### config.mk
export PLATFORM = sky130hd
export DESIGN_NAME = clk_div_multi
export DESIGN_NICKNAME = d
export VERILOG_FILES = /design/src/rtl/clk_div_multi.sv
export SDC_FILE = /design/constraint.sdc
export NUM_CORES = 1
export LEC_CHECK = 0
export ABC_CLOCK_PERIOD_IN_PS = 12500
export BUFFER_PORTS_ARGS = -buffer_cell sky130_fd_sc_hd__buf_2
export CORE_MARGIN = 2
export CORE_UTILIZATION = 40
export CTS_CLUSTER_DIAMETER = 40
export CTS_CLUSTER_SIZE = 28
export DETAILED_ROUTE_END_ITERATION = 7
export PLACE_DENSITY = 0.66
export SLEW_MARGIN = 0
export SYNTH_ARGS = -nofsm -noshare
export SYNTH_HDL_FRONTEND = slang
export SYNTH_SLANG_ARGS = --single-unit
### constraint.sdc
create_clock -name clk -period 12.5 [get_ports clk]
set_input_delay 1.875 -clock clk [delete_from_list [all_inputs] [get_ports clk]]
set_output_delay 1.875 -clock clk [all_outputs]
set_load 0.005 [all_outputs]
### src/rtl/clk_div_multi.sv
// clk_div_multi: multi-channel, runtime-programmable clock divider.
// Each channel divides clk by N >= 2 and produces a near-50% divided level
// (clk_out) plus a one-cycle tick in the last high cycle of each period.
// Divisor writes are staged in a pending register and applied only at a
// period boundary, so the divided outputs never glitch.
// Optional feature: define CLK_DIV_SYNC_EN to add the sync input, which
// restarts every enabled channel at cnt = 0 on the next clock.
module clk_div_multi #(
  parameter int  CH          = 2,
  parameter int  DIV_W       = 16,
  parameter int  DIV_DEFAULT = 10,
  localparam int SEL_W       = (CH > 32'sd1) ? $clog2(CH) : 32'sd1
) (
  input  logic             clk,
  input  logic             reset_n,
  input  logic [CH-1:0]    en,
  input  logic             div_wr,
  input  logic [SEL_W-1:0] div_sel,
  input  logic [DIV_W-1:0] div_val,
  output logic [CH-1:0]    clk_out,
  output logic [CH-1:0]    tick,
  output logic             div_err
`ifdef CLK_DIV_SYNC_EN
  ,
  input  logic             sync
`endif
);

  localparam logic [DIV_W-1:0] ONE_C     = DIV_W'(1'b1);
  localparam logic [DIV_W-1:0] TWO_C     = DIV_W'(2'd2);
  localparam logic [DIV_W-1:0] RST_DIV_C = DIV_W'(DIV_DEFAULT);
  localparam logic [SEL_W:0]   CH_C      = (SEL_W + 1)'(CH);

  // Per-channel state
  logic [DIV_W-1:0] cnt_q  [CH];
  logic [DIV_W-1:0] cnt_d  [CH];
  logic [DIV_W-1:0] div_q  [CH];
  logic [DIV_W-1:0] div_d  [CH];
  logic [DIV_W-1:0] pend_q [CH];
  logic [DIV_W-1:0] pend_d [CH];
  logic [CH-1:0]    pend_v_q;
  logic [CH-1:0]    pend_v_d;

  // Registered outputs
  logic [CH-1:0]    clk_out_q;
  logic [CH-1:0]    clk_out_d;
  logic [CH-1:0]    tick_q;
  logic [CH-1:0]    tick_d;
  logic             div_err_q;
  logic             div_err_d;

  // Combinational helpers
  logic             sync_s;
  logic             sel_bad_s;
  logic             val_bad_s;
  logic             wr_ok_s;
  logic [CH-1:0]    wr_hit_s;
  logic [CH-1:0]    wrap_s;
  logic [CH-1:0]    restart_s;
  logic [CH-1:0]    apply_s;

`ifdef CLK_DIV_SYNC_EN
  assign sync_s = sync;
`else
  assign sync_s = 1'b0;
`endif

  // Validate a divisor write and decode which channel it targets.
  always_comb begin
    sel_bad_s = ({1'b0, div_sel} >= CH_C);
    val_bad_s = (div_val < TWO_C);
    wr_ok_s   = div_wr & ~sel_bad_s & ~val_bad_s;
    div_err_d = div_wr & (sel_bad_s | val_bad_s);
    wr_hit_s  = {CH{1'b0}};
    for (int i = 0; i < CH; i++) begin
      wr_hit_s[i] = wr_ok_s && (div_sel == SEL_W'(i));
    end
  end

  // Per-channel counter, divisor staging and next output values.
  always_comb begin
    cnt_d     = cnt_q;
    div_d     = div_q;
    pend_d    = pend_q;
    pend_v_d  = pend_v_q;
    wrap_s    = {CH{1'b0}};
    restart_s = {CH{1'b0}};
    apply_s   = {CH{1'b0}};
    clk_out_d = {CH{1'b0}};
    tick_d    = {CH{1'b0}};
    for (int i = 0; i < CH; i++) begin
      // cnt never exceeds div - 1: a new divisor only lands when cnt is 0.
      wrap_s[i]    = en[i] && (cnt_q[i] == (div_q[i] - ONE_C));
      // sync takes precedence; the result is the same restart either way.
      restart_s[i] = wrap_s[i] || (en[i] && sync_s);
      apply_s[i]   = pend_v_q[i] && (restart_s[i] || !en[i]);

      if (!en[i] || restart_s[i]) begin
        cnt_d[i] = {DIV_W{1'b0}};
      end else begin
        cnt_d[i] = cnt_q[i] + ONE_C;
      end

      if (apply_s[i]) begin
        div_d[i] = pend_q[i];
      end else begin
        div_d[i] = div_q[i];
      end

      // A write arriving in the same cycle as an application re-arms the
      // pending slot, so it takes effect at the following boundary.
      if (wr_hit_s[i]) begin
        pend_d[i]   = div_val;
        pend_v_d[i] = 1'b1;
      end else if (apply_s[i]) begin
        pend_d[i]   = pend_q[i];
        pend_v_d[i] = 1'b0;
      end else begin
        pend_d[i]   = pend_q[i];
        pend_v_d[i] = pend_v_q[i];
      end

      // Outputs are decoded from next state so they line up with cnt.
      // With cnt held at 0 and N >= 2, both decodes are 0 on idle channels.
      clk_out_d[i] = (cnt_d[i] >= (div_d[i] >> 1'b1));
      tick_d[i]    = (cnt_d[i] == (div_d[i] - ONE_C));
    end
  end

  // State and output registers; reset aborts any period in progress.
  always_ff @(posedge clk or negedge reset_n) begin
    if (!reset_n) begin
      for (int i = 0; i < CH; i++) begin
        cnt_q[i]  <= {DIV_W{1'b0}};
        div_q[i]  <= RST_DIV_C;
        pend_q[i] <= RST_DIV_C;
      end
      pend_v_q  <= {CH{1'b0}};
      clk_out_q <= {CH{1'b0}};
      tick_q    <= {CH{1'b0}};
      div_err_q <= 1'b0;
    end else begin
      cnt_q     <= cnt_d;
      div_q     <= div_d;
      pend_q    <= pend_d;
      pend_v_q  <= pend_v_d;
      clk_out_q <= clk_out_d;
      tick_q    <= tick_d;
      div_err_q <= div_err_d;
    end
  end

  assign clk_out = clk_out_q;
  assign tick    = tick_q;
  assign div_err = div_err_q;

endmodule

==> key figures, run 1 <==
Outcome
  – Status: finished clean

STA
  – Final worst slack: approximately 6.7 ns
  – Highest Clock Rate: roughly 170 MHz
  – TNS Setup: 0 ns
  – Clk_skew: just under 0.009 ns
  – Slew headroom: 36.9%
  – Worst Tran Pin Value: approximately 0.94 ns
  – Hold_ws: around 0.52 ns
  – Period minus WS final: approximately 5.8 ns
  – Final Cycle Share: a little under half
  – Hold Fails Final Rpt: 0
  – Slew Limit Fails: 0
  – Final Setup Violations: 0
  – Unrepaired setup endpoints after global routing: false

Logic synthesis
  – Post-Syn Area: between 7000 and 8000 um^2
  – Synth Area in Adders: slightly above 6%
  – Largest family of logic cells by synthesized area: simple AND/OR/NAND/NOR gates
  – Simple-gate share of the synthesized area: 18.3%
  – Post-synthesis compound-gate area fraction: ~11%
  – Portion of netlist area occupied by mux cells: between 10% and 20%
  – Syn_nets: 845
  – Fraction of registers with async set/reset: between 90% and 100%
  – XOR/XNOR share of the synthesized area: about an eighth
  – EDFF count, synth: 0
  – Synth top area cells: dfrtp_1 32%, xnor2_1 8.3%, ha_1 6.1%, mux2_2 5.9%, mux2i_1 5.8%
  – Unique masters post-synth: 65
  – Register area share after synthesis: 34.8%
  – Flops & latches, synth: roughly 100
  – Area leader, netlist: dfrtp_1
  – Yosys warnings: 0
  – Most frequent cells after synthesis: 95 x dfrtp_1, 70 x xnor2_1, 69 x nor2_1
  – Primary FF master, synth: dfrtp_1
  – Most frequent cell after synthesis: dfrtp_1
  – Top-area cell type share of the netlist area: 32.0%
  – Syn Inst Count: about 790
  – Mean Syn Cell Area: 9.44 um^2

Setup path
  – Crit path kind: flip-flop to flip-flop
  – CP Data Required Time: approximately 13 ns
  – CP Max Fanout: 22
  – Crit. End Element: flip-flop
  – R2R setup slack: 6.75 ns
  – CP Launch Type: flip-flop
  – Critical Path AT: between 6 and 7 ns

Die
  – Chip Width: 140 um
  – Initial Util: between 40% and 50%
  – Vert. Die Dim: about 140 um
  – Cell row count: 49
  – Core Region: approximately 18000 um^2
  – Ports: 27
  – Die area: around 20000 um^2

Routing
  – 1st-pass router iterations: 5
  – Vias per inst: between 5 and 6
  – Via count of the routed design: approximately 5800
  – Post-DRT Antenna Nets: 0
  – DRC Markers: 0
  – Routed len/inst: between 15 and 20 um
  – Routed WL: ~19000 um
  – Iter 0 DRT Violations: between 400 and 500

Final layout
  – Layout fillers: around 1700
  – Fin area: a little over 8000 um^2
  – Synth-to-layout area growth: 8.46%
  – Final Util: between 40% and 50%
  – Share of cells above drive strength 1: roughly an eighth
  – Nets: between 800 and 900

Clocking
  – Clock sinks: about 100
  – CTS Buf Count: 9
  – Number of setup buffers added after CTS: 0
  – Clock-pin slew on the worst setup and hold paths: 0.07 ns
  – Insertion delay to the later sink of the worst-skew pair: between 0.3 and 0.4 ns
  – CTS resizes: 0
  – CTS tree: built
  – Root Driver: clkbuf_16
  – Post-CTS Hold Buffers: 0
  – H-tree levels: 3
  – Max clock buf depth: 2

Placement
  – Detailed Place HPWL: about 14000 um
  – Number of port buffers: 26
  – Placer Congestion: 0.906
  – Pre-CTS setup slack: about 7 ns
  – DP Area: 7750 um^2

Global route
  – Total Routing Usage GR: between 10% and 20%
  – Initial antenna violation count: 3
  – Largest net degree at the start of global routing: 62
  – First-pass GRT wire length: 30600 um
  – Number of global-route vias before repair: between 5000 and 6000
  – Total grt overflow: 0

Pwr
  – P_leak: 0.00349 uW
  – P per Cell Area: 143 nW/um^2
  – Peak supply drop: approximately 69 uV

Worst hold path
  – HP Class: flip-flop to flip-flop

Run
  – Max-cap violation count: 0
[final timing paths]
| kind | startpoint | end | cells past startpoint |
|---|---|---|---|
| max in group asynchronous | reset_n | div_q[25] | 2 |
| worst min register to register | pend_q[14] | pend_q[14] | 1 |
| worst max-delay path | div_q[2] | tick[1] | 17 |
| worst min-delay path | pend_q[14] | pend_q[14] | 1 |
| min in group asynchronous | reset_n | cnt_q[5] | 1 |
| worst max register to register | div_q[2] | tick[1] | 17 |
[registers in the layout, indices dropped and copies added, names as in the netlist]
signal and cells:
cnt_q 32, div_q 32, pend_q 32, clk_out 2
pend_v_q 2, tick 2, div_err 1
[where the power goes]
part           total [uW]  internal [uW]  switching, uW
Combinational         386            178            208
Sequential            473            384           89.4
Clock                 291            166            124
[stage by stage]
step	cells	total power [uW]
3_3_place_gp	1014	852
6_report	1032	1150
5_1_grt	1030	1220
2_1_floorplan	787	759
4_1_cts	1030	1150
3_5_place_dp	1014	857
[cells in the final DEF (no fill, tap or decap), types with 3 or more instances in the layout]
cell type,count
dfrtp_1,95
xnor2_1,70
nor2_1,69
inv_1,60
mux2i_1,43
mux2_2,39
nand2_1,37
ha_1,36
xor2_1,28
nor3_1,28
a21oi_1,27
buf_2,25
nand3_1,20
nand4_1,19
nor4_1,18
a21o_1,18
o21ai_0,16
a31oi_1,10
clkbuf_16,9
or3_1,8
dfstp_2,8
buf_4,8
or4_1,7
nand3b_1,6
nor2b_1,6
and2_1,6
a211oi_1,5
xnor3_1,5
o31ai_1,4
or2_2,4
o211ai_1,4
a21boi_0,4
nand2b_1,4
and4_1,3
nand4b_1,3
and3b_1,3
a311oi_1,3
o22ai_1,3
[area by class of cell]
type | count | area, um^2 | area share [%]
well taps | 229 | 287 | 3.56
inverters | 60 | 225 | 2.80
multi-input cells | 589 | 4460 | 55.4
flip-flops and latches | 103 | 2590 | 32.1
clock inverters | 3 | 42.5 | 0.528
repair buffers | 33 | 185 | 2.30
diodes | 2 | 5.00 | 0.0621
clock buffers | 13 | 260 | 3.23
[cells by family (layout without fill, tap and decap cells)]
family,count (synthesis),count (layout)
multiplexers,82,82
AO/OA/AOI/OAI,116,116
AND/OR/NAND/NOR,252,252
other,0,2
XOR/XNOR,103,103
adder cells (fa/ha/maj),36,36
flip-flops,103,103
buffers and inverters,95,109
[worst max-delay path, cell delays in order (launching register included)]
cell,delay [ns]
dfrtp_1,0.49
nor4_2,0.84
nand4_1,0.20
xnor2_1,0.17
or3_1,0.36
o41ai_4,0.47
and2_1,0.36
buf_4,0.39
mux2i_1,0.35
ha_1,0.42
nand3b_1,0.22
nand2b_1,0.22
nor3_1,0.15
a21oi_1,0.16
xor2_1,0.18
a211o_1,0.30
nor4_1,0.18
and4_1,0.22
[layer usage]
metal / routed length (um) / part of all wire (%) / vias to the layer above / global-route usage, %
met5: 7 / 0.037 / - / 0
met4: 437 / 2.3 / 2 / 7.23
met3: 867 / 4.6 / 27 / 2.87
met2: 8370 / 45 / 148 / 29.9
met1: 9090 / 48 / 2792 / 28.6
li1: - / - / 2824 / -
(Power assumes the default switching activity.)
==> run 2, diff against run 1 <==
- ABC_CLOCK_PERIOD_IN_PS: 12500 -> 4890
- PLACE_DENSITY: 0.66 -> 0.68
- clock period: 12.5 -> 4.89 ns (I/O delays scaled with it)
==> run 2 against run 1 <==
Clock power rose by 130%; global-route usage hardly changed; final cell count grew 4.0%; non-clock buffer count grew 44; sequential share of layout area fell by 1.7 points; die area did not move; sequential power increased by 140%; utilization rose by 2.5 points.
==> key figures, run 2 (synthesis gave the netlist of run 1 again) <==
Placement
  – Placer Congestion: 0.954 (was 0.906)
  – Cells after DPL: 1049 (was 1014)
  – DP Area: 8020 um^2 (was 7750 um^2)
  – Number of port buffers: 26 (unchanged)
  – Detailed Place HPWL: 14700 um (was 14300 um)
  – Pre-CTS setup slack: 0.0126 ns (was 6.87 ns)

Setup path
  – Crit. End Element: flip-flop (unchanged)
  – Critical Path AT: 4.95 ns (was 6.05 ns)
  – CP Max Fanout: 6 (was 22)
  – Crit path kind: flip-flop to flip-flop (unchanged)
  – R2R depth: 20 (was 17)
  – CP Launch Type: flip-flop (unchanged)
  – CP Data Required Time: 5.12 ns (was 12.79 ns)
  – R2R setup slack: 0.18 ns (was 6.75 ns)
  – Worst r2r src: div_q[18] (was div_q[2])
  – R2R Path End: clk_out[0] (was tick[1])

STA
  – Final Cycle Share: 96.4% (was 46.0%)
  – Slew Limit Fails: 0 (unchanged)
  – Slew headroom: 42.9% (was 36.9%)
  – Highest Clock Rate: 212 MHz (was 174 MHz)
  – Hold Fails Final Rpt: 0 (unchanged)
  – Worst Tran Pin Value: 0.854 ns (was 0.937 ns)
  – Final Setup Violations: 0 (unchanged)
  – Final worst slack: 0.177 ns (was 6.75 ns)
  – Clk_skew: 0.00706 ns (was 0.00872 ns)
  – Period minus WS final: 4.71 ns (was 5.75 ns)

Routing
  – Routed WL: 19200 um (was 18800 um)
  – Post-DRT Antenna Nets: 0 (unchanged)
  – 1st-pass router iterations: 5 (unchanged)
  – Routed len/inst: 17.9 um (was 18.2 um)
  – Vias per inst: 5.54 (was 5.61)
  – Iter 0 DRT Violations: 537 (was 494)
  – Via count of the routed design: 5948 (was 5793)
  – DRC Markers: 0 (unchanged)

Final layout
  – Share of cells above drive strength 1: 20.8% (was 13.2%)
  – Nets: 898 (was 854)
  – Final Util: 47.0% (was 44.5%)
  – Commonest cells after routing, fill and taps aside: 94 x dfrtp_1, 69 x xnor2_1, 68 x nor2_1 (was 95 x dfrtp_1, 70 x xnor2_1, 69 x nor2_1)
  – Most common cell after layout, fill and taps aside: dfrtp_1 (unchanged)
  – Layout fillers: 1643 (was 1684)
  – Cell Count, Final, Fillers Out: 1073 (was 1032)
  – Largest registers: cnt_q: 32 flops, div_q: 32 flops, pend_q: 32 flops (unchanged)
  – Synth-to-layout area growth: 14.6% (was 8.46%)
  – Fin area: 8510 um^2 (was 8050 um^2)

Die
  – Initial Util: 41.1% (unchanged)
  – Chip Width: 140 um (unchanged)
  – Die area: 19700 um^2 (unchanged)
  – Ports: 27 (unchanged)
  – Core Region: 18100 um^2 (unchanged)
  – Vert. Die Dim: 140 um (unchanged)
  – Cell row count: 49 (unchanged)

Global route
  – First-pass GRT wire length: 30800 um (was 30600 um)
  – Total grt overflow: 0 (unchanged)
  – Number of global-route vias before repair: 5756 (was 5622)
  – Initial antenna violation count: 1 (was 3)
  – Largest net degree at the start of global routing: 67 (was 62)
  – Total Routing Usage GR: 19.7% (about the same)

Clocking
  – H-tree levels: 3 (unchanged)
  – Clock-pin slew on the worst setup and hold paths: 0.07 ns (about the same)
  – Post-CTS Hold Buffers: 0 (unchanged)
  – Root Driver: clkbuf_16 (unchanged)
  – Max clock buf depth: 2 (unchanged)
  – CTS Buf Count: 9 (unchanged)
  – Clock sinks: 103 (unchanged)
  – CTS tree: built (unchanged)
  – Insertion delay to the later sink of the worst-skew pair: 0.35 ns (was 0.36 ns)

Run
  – Max-cap violation count: 0 (unchanged)

Pwr
  – Peak supply drop: 177 uV (was 69.3 uV)
  – Sw Pwr: 1150 uW (was 422 uW)
  – Cell Int Power: 1940 uW (was 728 uW)
  – P_leak: 0.00374 uW (was 0.00349 uW)
  – Combinational share of power: 40.8% (was 33.6%)
  – Switching Share: 37.2% (was 36.7%)
  – Clk pwr share: 22.0% (was 25.3%)
  – P per Cell Area: 363 nW/um^2 (was 143 nW/um^2)
  – Sequential Power Share: 37.2% (was 41.2%)

Worst hold path
  – HP Class: primary input to async pin (was flip-flop to flip-flop)

Outcome
  – Status: finished clean (unchanged)
[run 2: changes by cell type in the layout (fill, tap and decap cells not counted), sizes merged]
| cell | before | now |
|---|---|---|
| buf | 33 | 77 |
| bufinv | 1 | 0 |
| clkinvlp | 1 | 0 |
| diode | 2 | 1 |
[run 2: repair_timing]
action	4_1_cts	5_1_grt
resized for setup	2	34
buffers inserted	0	9
endpoints found under the hold margin	0	0
pin swaps	0	20
endpoints found under the setup margin	1	4
[run 2: worst max path at each step]
stage                    from          to  slack (ns)
global placement    div_q[19]  clk_out[0]        0.08
floorplan           div_q[18]  clk_out[0]        0.02
CTS                 div_q[17]  clk_out[0]        0.05
finish              div_q[18]  clk_out[0]        0.18
detailed placement  div_q[19]  clk_out[0]        0.01
global route        div_q[18]  clk_out[0]       -0.01
[run 2: final cells by class]
| class | count | area (um^2) | share of cell area, % |
|---|---|---|---|
| Timing Repair Buffer | 77 | 527 | 6.19 |
| Multi-Input combinational cell | 589 | 4610 | 54.2 |
| Inverter | 60 | 225 | 2.65 |
| Tap cell | 229 | 287 | 3.37 |
| Antenna cell | 1 | 2.50 | 0.0294 |
| Sequential cell | 103 | 2590 | 30.4 |
| Clock buffer | 13 | 260 | 3.06 |
| Clock inverter | 1 | 5.00 | 0.0588 |
[run 2: through the flow]
step | power (uW) | hold WS [ns] | setup TNS (ns)
after floorplan | 1950 | 0.438 | 0
after global placement | 2290 | 0.500 | 0
after detailed placement | 2310 | 0.504 | 0
after CTS | 3000 | 0.519 | 0
after global routing | 3270 | 0.535 | -0.0109
final | 3090 | 0.482 | 0
[run 2: metal layers]
layer  GRT usage [%]  up-vias  share of wire, %
li1                -     2899                 -
met1            28.9     2832                48
met2            29.7      183                44
met3            2.91       32               5.6
met4            7.02        2               2.1
met5               0        -             0.057
[run 2: critical path, cell delays in order (launching register included)]
cell,delay [ns]
dfrtp_1,0.40
or4_4,0.58
nor4_4,0.22
buf_4,0.22
nand3_1,0.10
o2111a_2,0.32
buf_4,0.15
a21oi_1,0.30
nand2b_1,0.18
ha_1,0.33
nand2b_4,0.13
a21o_1,0.16
a21o_1,0.17
a21o_1,0.17
a21o_1,0.18
a21o_1,0.18
a21o_1,0.18
a21oi_2,0.15
o211ai_1,0.12
a311oi_1,0.24
o21ai_1,0.10
[run 2: power groups by stage]
stage / clock, uW / sequential, uW / combinational, uW
2_1_floorplan: 0 / 1080 / 868
3_3_place_gp: 0 / 1150 / 1140
3_5_place_dp: 0 / 1150 / 1160
4_1_cts: 691 / 1140 / 1170
5_1_grt: 728 / 1170 / 1370
6_report: 678 / 1150 / 1260
==> run 3, diff against run 2 <==
- PLACE_DENSITY: 0.68 -> unset
==> run 3 against run 2 <==
Via count rose by 0.84%; register-to-register slack improved by 0.04 ns; count of clock-buffer cells in the layout fell by 1; flip-flop and latch count stayed put; total power is 6.4% higher; utilization grew 0.74 points; global-route usage rose by 1.5 points; sequential share of layout area decreased by 0.47 points; worst hold slack gained 0.059 ns; sequential power about the same; critical endpoint is now tick[1]; largest cell class unchanged; largest power group unchanged.
==> key figures, run 3 (synthesis gave the netlist of run 1 again) <==
STA
  – Final Cycle Share: 95.5% (was 96.4%)
  – Slew Limit Fails: 0 (unchanged)
  – Hold_ws: 0.541 ns (was 0.482 ns)
  – Highest Clock Rate: 214 MHz (was 212 MHz)
  – Worst Tran Pin Value: 1.04 ns (was 0.854 ns)
  – Period minus WS final: 4.67 ns (was 4.71 ns)
  – Slew headroom: 30.9% (was 42.9%)
  – Final worst slack: 0.219 ns (was 0.177 ns)
  – TNS Setup: 0 ns (unchanged)
  – Final Setup Violations: 0 (unchanged)
  – Clk_skew: 0.00740 ns (was 0.00706 ns)
  – Hold Fails Final Rpt: 0 (unchanged)

Run
  – Max-cap violation count: 0 (unchanged)

Setup path
  – R2R Path End: tick[1] (was clk_out[0])
  – Slowest library cell on the worst path: o41ai_4 (was or4_4)
  – Crit path kind: flip-flop to flip-flop (unchanged)
  – CP Max Fanout: 7 (was 6)
  – R2R setup slack: 0.22 ns (was 0.18 ns)
  – R2R depth: 17 (was 20)
  – Worst setup path endpoint: tick[1] (was clk_out[0])
  – Worst path cell trace: buf_6, or3_4, o31ai_2, o211ai_1, or3_4, o41ai_4, and2_4, buf_4, mux2i_2, ha_1, nand3b_1, nand2b_1, mux2_2, xnor3_1, and4b_1, nor3b_1, and4_1 (was or4_4, nor4_4, buf_4, nand3_1, o2111a_2, buf_4, a21oi_1, nand2b_1, ha_1, nand2b_4, a21o_1, a21o_1, a21o_1, a21o_1, a21o_1, a21o_1, a21oi_2, o211ai_1, a311oi_1, o21ai_1)
  – Crit. End Element: flip-flop (unchanged)
  – CP dominant cell by count: or3_4 (was a21o_1)
  – CP Launch Type: flip-flop (unchanged)
  – Critical Path Start: div_q[2] (was div_q[18])
  – Worst path max stage delay: 0.41 ns (was 0.58 ns)
  – CP Data Required Time: 5.18 ns (was 5.12 ns)
  – Worst r2r src: div_q[2] (was div_q[18])
  – Critical Path AT: 4.96 ns (was 4.95 ns)

Clocking
  – Insertion delay to the later sink of the worst-skew pair: 0.36 ns (was 0.35 ns)
  – Clock-pin slew on the worst setup and hold paths: 0.07 ns (about the same)
  – H-tree levels: 3 (unchanged)
  – CTS tree: built (unchanged)
  – CTS Buf Count: 9 (unchanged)
  – Max clock buf depth: 2 (unchanged)
  – Clock sinks: 103 (unchanged)
  – Root Driver: clkbuf_16 (unchanged)
  – Post-CTS Hold Buffers: 0 (unchanged)

Placement
  – DP Area: 8090 um^2 (was 8020 um^2)
  – Pre-CTS setup slack: 0.0693 ns (was 0.0126 ns)
  – Detailed Place HPWL: 15500 um (was 14700 um)
  – Placer Congestion: 0.937 (was 0.954)
  – Number of port buffers: 26 (unchanged)

Pwr
  – P per Cell Area: 380 nW/um^2 (was 363 nW/um^2)
  – Clk pwr share: 25.9% (was 22.0%)
  – Cell Int Power: 2110 uW (was 1940 uW)
  – Peak supply drop: 168 uV (was 177 uV)
  – Sequential Power Share: 34.6% (was 37.2%)
  – Sw Pwr: 1180 uW (was 1150 uW)
  – Combinational share of power: 39.5% (was 40.8%)
  – P_leak: 0.00382 uW (was 0.00374 uW)
  – Switching Share: 35.8% (was 37.2%)

Die
  – Initial Util: 41.1% (unchanged)
  – Ports: 27 (unchanged)
  – Die area: 19700 um^2 (unchanged)
  – Vert. Die Dim: 140 um (unchanged)
  – Cell row count: 49 (unchanged)
  – Chip Width: 140 um (unchanged)
  – Core Region: 18100 um^2 (unchanged)

Routing
  – 1st-pass router iterations: 5 (unchanged)
  – DRC Markers: 0 (unchanged)
  – Via count of the routed design: 5998 (was 5948)
  – Iter 0 DRT Violations: 359 (was 537)
  – Routed WL: 20300 um (was 19200 um)
  – Routed len/inst: 18.7 um (was 17.9 um)
  – Post-DRT Antenna Nets: 0 (unchanged)
  – Vias per inst: 5.53 (was 5.54)

Global route
  – Initial antenna violation count: 0 (was 1)
  – Total Routing Usage GR: 21.2% (was 19.7%)
  – Number of global-route vias before repair: 5730 (was 5756)
  – Largest net degree at the start of global routing: 78 (was 67)
  – First-pass GRT wire length: 32500 um (was 30800 um)
  – Total grt overflow: 0 (unchanged)

Final layout
  – Antenna diodes: 0 (was 1)
  – Fin area: 8640 um^2 (was 8510 um^2)
  – Most common cell after layout, fill and taps aside: dfrtp_1 (unchanged)
  – Synth-to-layout area growth: 16.4% (was 14.6%)
  – Commonest cells after routing, fill and taps aside: 94 x dfrtp_1, 70 x xnor2_1, 68 x nor2_1 (was 94 x dfrtp_1, 69 x xnor2_1, 68 x nor2_1)
  – Nets: 909 (was 898)
  – Share of cells above drive strength 1: 21.3% (was 20.8%)
  – Largest registers: cnt_q: 32 flops, div_q: 32 flops, pend_q: 32 flops (unchanged)

Worst hold path
  – HP Class: flip-flop to flip-flop (was primary input to async pin)
  – Hold path startpoint: pend_q[15]

Outcome
  – Status: finished clean (unchanged)
run 3: cell count changes in the layout (fill, tap and decap cells not counted), sizes merged:
cell    previous run  this run
buf               77        88
bufinv             0         3
diode              1         0
clkbuf            13        12
clkinv             1         0
run 3: how the worst min path moves through the flow:
| stage | cells past startpoint | end | slack, ns |
|---|---|---|---|
| detailed placement | 1 | pend_q[15] | 0.53 |
| CTS | 1 | pend_q[14] | 0.56 |
| finish | 1 | pend_q[15] | 0.54 |
| global route | 1 | pend_q[15] | 0.56 |
| global placement | 1 | pend_q[14] | 0.52 |
| floorplan | 0 | clk_out[0] | 0.44 |
run 3: power by group through the flow:
stage / clock [uW] / sequential [uW] / combinational (uW)
after floorplan: 0 / 1080 / 868
after global placement: 0 / 1140 / 1190
after detailed placement: 0 / 1140 / 1200
after CTS: 868 / 1130 / 1210
after global routing: 898 / 1160 / 1420
final: 850 / 1140 / 1300
run 3: worst max-delay path, delay by kind of cell, from the launching register on:
family | cells | cell delay [ns]
DFF | 1 | 0.39
muxes | 2 | 0.60
AOI/OAI and AO/OA | 3 | 0.81
buffers and inverters | 2 | 0.29
adders and majority gates | 1 | 0.25
and+or+nand+nor | 8 | 2.01
xor gates and xnor gates | 1 | 0.24
run 3: repair_timing:
action,CTS,global route
gates resized for setup,0,30
setup buffers,0,11
endpoints found under the setup margin,0,4
run 3: per-layer routing:
layer | up-vias | wire (um) | global-route usage, %
li1 | 2924 | - | -
met1 | 2894 | 10300 | 32.4
met2 | 162 | 8770 | 31.8
met3 | 18 | 915 | 2.12
met4 | 0 | 310 | 6.06
met5 | - | 0 | 0
run 3: final cells by class:
cell class	instances	area [um^2]
Clock buffer	12	256
Inverter	60	225
Clock inverter	3	90.1
Timing Repair Buffer	88	606
Sequential cell	103	2590
Tap cell	229	287
Fill cell	1659	9440
Multi-Input combinational cell	589	4590
run 3: through the flow:
stage | util (%) | power [uW] | instances
floorplan | - | 1950 | 787
global placement | 44.7 | 2330 | 1058
detailed placement | 44.7 | 2340 | 1058
CTS | 46.6 | 3210 | 1073
global route | 47.8 | 3470 | 1084
finish | 47.8 | 3280 | 1084
